### config.mk
export PLATFORM = sky130hd
export DESIGN_NAME = multiplicador_uc
export DESIGN_NICKNAME = d
export VERILOG_FILES = /design/src/rtl/multiplicador_uc.sv
export SDC_FILE = /design/constraint.sdc
export NUM_CORES = 1
export LEC_CHECK = 0
export ABC_AREA = 1
export CAP_MARGIN = 0
export CORE_MARGIN = 2
export CORE_UTILIZATION = 45
export DETAILED_ROUTE_END_ITERATION = 8
export PLACE_DENSITY = 0.71
export SLEW_MARGIN = 20
export SYNTH_ARGS = -nofsm -noshare
export SYNTH_HDL_FRONTEND = slang
export SYNTH_SLANG_ARGS = --single-unit
export TNS_END_PERCENT = 30
### constraint.sdc
create_clock -name clk -period 1.68 [get_ports clk]
set_input_delay 0.336 -clock clk [delete_from_list [all_inputs] [get_ports clk]]
set_output_delay 0.336 -clock clk [all_outputs]
set_load 0.005 [all_outputs]
### src/rtl/multiplicador_uc.sv
// Purpose : control unit for a shift-and-add multiplier; drives datapath load/shift/count enables.
// Latency : start sampled in IDLE -> done pulse 1 + 2*WIDTH + popcount(Q) cycles later.
// Backpressure: none; start is accepted only while ready=1, ignored (not queued) otherwise.
//
// Ports:
//   clk, rst           - clock, synchronous active-high reset
//   start              - multiplication request (looked at only in IDLE)
//   qlsb, zero         - datapath status: Q[0], iteration counter == 0
//   a_rst .. cnt_ld    - datapath controls (en+ld = load, en alone = shift/decrement)
//   ready, done        - idle indicator, one-cycle product-valid pulse
//   cycles             - cycle count of the last completed operation
module multiplicador_uc #(
    parameter int CYC_W = 8
) (
    input  logic             clk,
    input  logic             rst,
    input  logic             start,
    input  logic             qlsb,
    input  logic             zero,
    output logic             a_rst,
    output logic             a_en,
    output logic             b_en,
    output logic             q_en,
    output logic             cnt_en,
    output logic             a_ld,
    output logic             b_ld,
    output logic             q_ld,
    output logic             cnt_ld,
    output logic             ready,
    output logic             done,
    output logic [CYC_W-1:0] cycles
);

    typedef enum logic [2:0] {
        S_IDLE  = 3'd0,
        S_INIT  = 3'd1,
        S_TEST  = 3'd2,
        S_ADD   = 3'd3,
        S_SHIFT = 3'd4,
        S_DONE  = 3'd5
    } state_t;

    localparam logic [CYC_W-1:0] CNT_ONE = {{(CYC_W-1){1'b0}}, 1'b1};

    state_t           r_state;
    state_t           w_next;
    logic [CYC_W-1:0] r_cnt;
    logic [CYC_W-1:0] r_cycles;
    logic             w_busy;

    // Cycles spent in the working states are what the operation counter measures.
    assign w_busy = (r_state == S_INIT) || (r_state == S_TEST) ||
                    (r_state == S_ADD)  || (r_state == S_SHIFT);
    assign cycles = r_cycles;

    always_ff @(posedge clk) begin
        if (rst) begin
            r_state  <= S_IDLE;
            r_cnt    <= '0;
            r_cycles <= '0;
        end else begin
            r_state <= w_next;

            if (r_state == S_IDLE && w_next == S_INIT) begin
                r_cnt <= '0;
            end else if (w_busy && (r_cnt != '1)) begin
                r_cnt <= r_cnt + CNT_ONE;
            end

            // Capture the pre-increment count on DONE entry: INIT..last SHIFT
            // minus the final SHIFT cycle, i.e. 2*WIDTH + popcount(Q).
            if (r_state == S_SHIFT && w_next == S_DONE) begin
                r_cycles <= r_cnt;
            end
        end
    end

    always_comb begin
        w_next = r_state;
        a_rst  = 1'b0;
        a_en   = 1'b0;
        b_en   = 1'b0;
        q_en   = 1'b0;
        cnt_en = 1'b0;
        a_ld   = 1'b0;
        b_ld   = 1'b0;
        q_ld   = 1'b0;
        cnt_ld = 1'b0;
        ready  = 1'b0;
        done   = 1'b0;

        case (r_state)
            S_IDLE: begin
                ready = 1'b1;
                if (start) begin
                    w_next = S_INIT;
                end
            end
            S_INIT: begin
                a_rst  = 1'b1;
                b_en   = 1'b1;
                b_ld   = 1'b1;
                q_en   = 1'b1;
                q_ld   = 1'b1;
                cnt_en = 1'b1;
                cnt_ld = 1'b1;
                w_next = S_TEST;
            end
            S_TEST: begin
                w_next = qlsb ? S_ADD : S_SHIFT;
            end
            S_ADD: begin
                a_en   = 1'b1;
                a_ld   = 1'b1;
                w_next = S_SHIFT;
            end
            S_SHIFT: begin
                // Last shift happens with the counter already at zero; don't wrap it.
                a_en   = 1'b1;
                q_en   = 1'b1;
                cnt_en = ~zero;
                w_next = zero ? S_DONE : S_TEST;
            end
            S_DONE: begin
                done   = 1'b1;
                w_next = S_IDLE;
            end
            default: begin
                w_next = S_IDLE;
            end
        endcase
    end

endmodule

==> results.py <==
metrics = {
    "cts": {
        "root_buffer": "clkbuf_4",
        "cts_tree": "built",
        "numCtsBuffers": 3,
        "clock_latency_ns": 0.30,
        "cts_max_level": 1,
        "clkTransAtPathRegs_ns": 0.11,
        "clk_path_buf_depth": 2,
        "cts_sinks": 19,
    },
    "logic_synthesis": {
        "yosys_warnings": 0,
        "netlist.top_cell.by_area": "dfxtp_1",
        "ys_seq_area_frac": 0.4016,
        "synth_cell_types": 19,
        "syn_avg_cell_area_sq_um": 6.814,
        "netlist_area_sq_um": 947.2,
        "syn-num-nets": 145,
        "synth_top_area_frac": 0.4016,
        "synthTopCellsByArea": "dfxtp_1, nand2_1, a21oi_1",
        "ys_ff_latch": 19,
        "syn_inst": 139,
    },
    "global_routing": {
        "grt_max_degree": 19,
        "grt_pass1_wl_um": 3443,
        "antenna_found_initial": 0,
        "global_route.overflow_total": 0,
        "grt_pass1_vias": 800,
        "grt_usage": 0.1830,
    },
    "route": {
        "vias_per_cell": 4.854,
        "wl_per_cell_um": 10.28,
        "drc": 0,
        "routed-wl-met3_um": 82,
        "wl_met2_um": 891,
        "drt-met1-wl_um": 966,
        "wl_um": 1974,
        "drt_iter0_drc": 19,
        "drtPass1Iterations": 4,
        "dr.max_layer_used": "met4",
        "num_vias": 932,
        "ant_nets": 0,
    },
    "final_layout": {
        "design_area_sq_mm": 0.001252,
        "layoutNonFillerInstCount": 192,
        "drive_above_1_share": 0.1576,
        "area_delta_synth_final_pct": 32.23,
        "layout.nets": 172,
        "nFillCells": 192,
        "antenna_cells": 0,
    },
    "sta": {
        "rsz0062_at_grt": "yes",
        "fin_skew_ns": 0.003533,
        "timing.fmax_mhz": 605.2,
        "slew_headroom": 0.8049,
        "finalCritPeriodShare": 0.9835,
        "tns_ns": 0,
        "worst_pin_slew_ns": 0.2920,
        "finalSetupViolations": 0,
        "finalHoldViolCount": 0,
        "maxSlewViolCount": 0,
        "min_period_ns": 1.652,
    },
    "run": {
        "maxCapViolCount": 0,
    },
    "worst_setup_path": {
        "critical_path_arrival_ns": 1.32,
        "rr_worst_depth": 8,
        "required_ns": 1.34,
        "timing.rr.end": "r_cnt[5]$_SDFFE_PP0P_",
        "critPathMaxFanout": 4,
        "ff2ff_setup_slack_ns": 0.27,
        "cp-end-kind": "output port",
        "crit_type": "reg -> out",
        "r2r_start": "r_cnt[1]$_SDFFE_PP0P_",
        "start_kind": "flop",
    },
    "die": {
        "die-area_sq_mm": 0.002488,
        "start_util": 0.4779,
        "die_x_um": 49.88,
        "core_region_area_sq_mm": 0.001982,
        "die_h_um": 49.88,
        "rows": 16,
        "ios": 24,
    },
    "placement": {
        "dp_hpwl_um": 1557,
        "port_buffers": 23,
        "placed_cell_area_sq_mm": 0.001210,
        "dpl.cell_count": 188,
        "gp_congestion": 0.8512,
    },
    "hold_path": {
        "worstHoldEndpoint": "cycles[4]$_SDFFE_PP0P_",
        "hp-class": "reg -> reg",
        "min_path_cells": 2,
        "hold_start": "cycles[4]$_SDFFE_PP0P_",
    },
    "pwr": {
        "power_leakage_nw": 0.5345,
        "pwr_density_cell_mw_per_mm2": 721.8,
        "ir_drop_uv": 494.2,
    },
    "status": {
        "outcome": "complete, no violations",
    },
}
[power by group]
part           switching [mW]  leakage (nW)  total [mW]  internal [mW]
combinational           0.107         0.362       0.196         0.0888
clock                   0.143        0.0177       0.232         0.0888
sequential             0.0109         0.154       0.476          0.466
[routing by layer]
metal  GRT usage  vias up
met4     0.08333        0
met1      0.2509      421
met5           0        -
li1            -      487
met2      0.2756       20
met3     0.03636        4
[per-stage QoR]
stage | hold WS (ns) | total power, mW | setup slack, ns | util
finish | 0.4503 | 0.9040 | 0.02770 | 0.6319
global route | 0.4848 | 0.9518 | -0.02667 | 0.6319
CTS | 0.4515 | 0.9013 | -0.03701 | 0.6237
detailed placement | 0.4348 | 0.6881 | -0.2807 | 0.6105
global placement | 0.4322 | 0.6832 | -0.2615 | 0.6105
floorplan | 0.4051 | 0.5950 | 0.4277 | -
[layout by cell type, fill, tap and decap left out, types with 2 or more instances in the layout]
| master | count |
|---|---|
| a21oi_1 | 17 |
| buf_4 | 5 |
| clkbuf_4 | 3 |
| clkdlybuf4s50_1 | 12 |
| dfxtp_1 | 17 |
| dfxtp_2 | 2 |
| dlygate4sd2_1 | 9 |
| inv_1 | 16 |
| inv_2 | 5 |
| nand2_1 | 35 |
| nand2_2 | 3 |
| nand3_1 | 11 |
| nor2_1 | 7 |
| nor2_4 | 2 |
| o21ai_0 | 9 |
| xor2_1 | 2 |
[cell families after synthesis]
logic type,share of synthesized area
simple gates,0.2959
buf+inv,0.1242
compound gates,0.1374
flops,0.4016
xor+xnor,0.02775
fa+ha+maj,0.01321
[worst max-delay path, stage by stage, from the launching register on]
cell and delay [ns]:
dfxtp_2 0.35, buf_4 0.15, inv_2 0.07, nand2_1 0.08
nor2_1 0.14, clkdlybuf4s15_1 0.23
[sequential cells by signal (all words and copies together) (netlist names)]
register	cells
r_state	3
cycles	8
r_cnt	8
[worst max-delay path by stage]
stage | from | cells after the start | slack [ns] | end
after floorplan | r_cnt[0]$_SDFFE_PP0P_ | 8 | 0.43 | r_cnt[3]$_SDFFE_PP0P_
final | r_state[1]$_SDFF_PP0_ | 5 | 0.03 | ready
after global routing | r_state[1]$_SDFF_PP0_ | 5 | -0.03 | ready
after global placement | zero | 4 | -0.26 | cnt_en
after CTS | r_state[0]$_SDFF_PP0_ | 5 | -0.04 | cnt_en
after detailed placement | zero | 4 | -0.28 | cnt_en
[area by class of cell]
cell class / instances / area (sq um) / area share
sequential: 19 / 382.9 / 0.3057
clock inverter: 1 / 5.005 / 0.003996
multi-input combinational: 93 / 471.7 / 0.3766
timing repair buffer: 28 / 257.7 / 0.2058
clock buffer: 3 / 22.52 / 0.01798
inverter: 21 / 78.83 / 0.06294
tap: 27 / 33.78 / 0.02697
[cell usage after synthesis (all sizes together)]
cell type,instances
a21oi,17
buf,5
clkbuf,1
dfxtp,19
ha,1
inv,21
nand2,39
nand3,12
nor2,9
nor3,1
o21ai,9
or2,2
xnor2,1
xor2,2
[what timing repair did]
action                                  4_1_cts  5_1_grt
buffers inserted                              0        0
endpoints found under the setup margin       11        8
gates resized for setup                      19        6
gates cloned                                  0        0
hold buffers                                  0        0
pin swaps                                     1        2
Power figures use the tool's default switching activity.
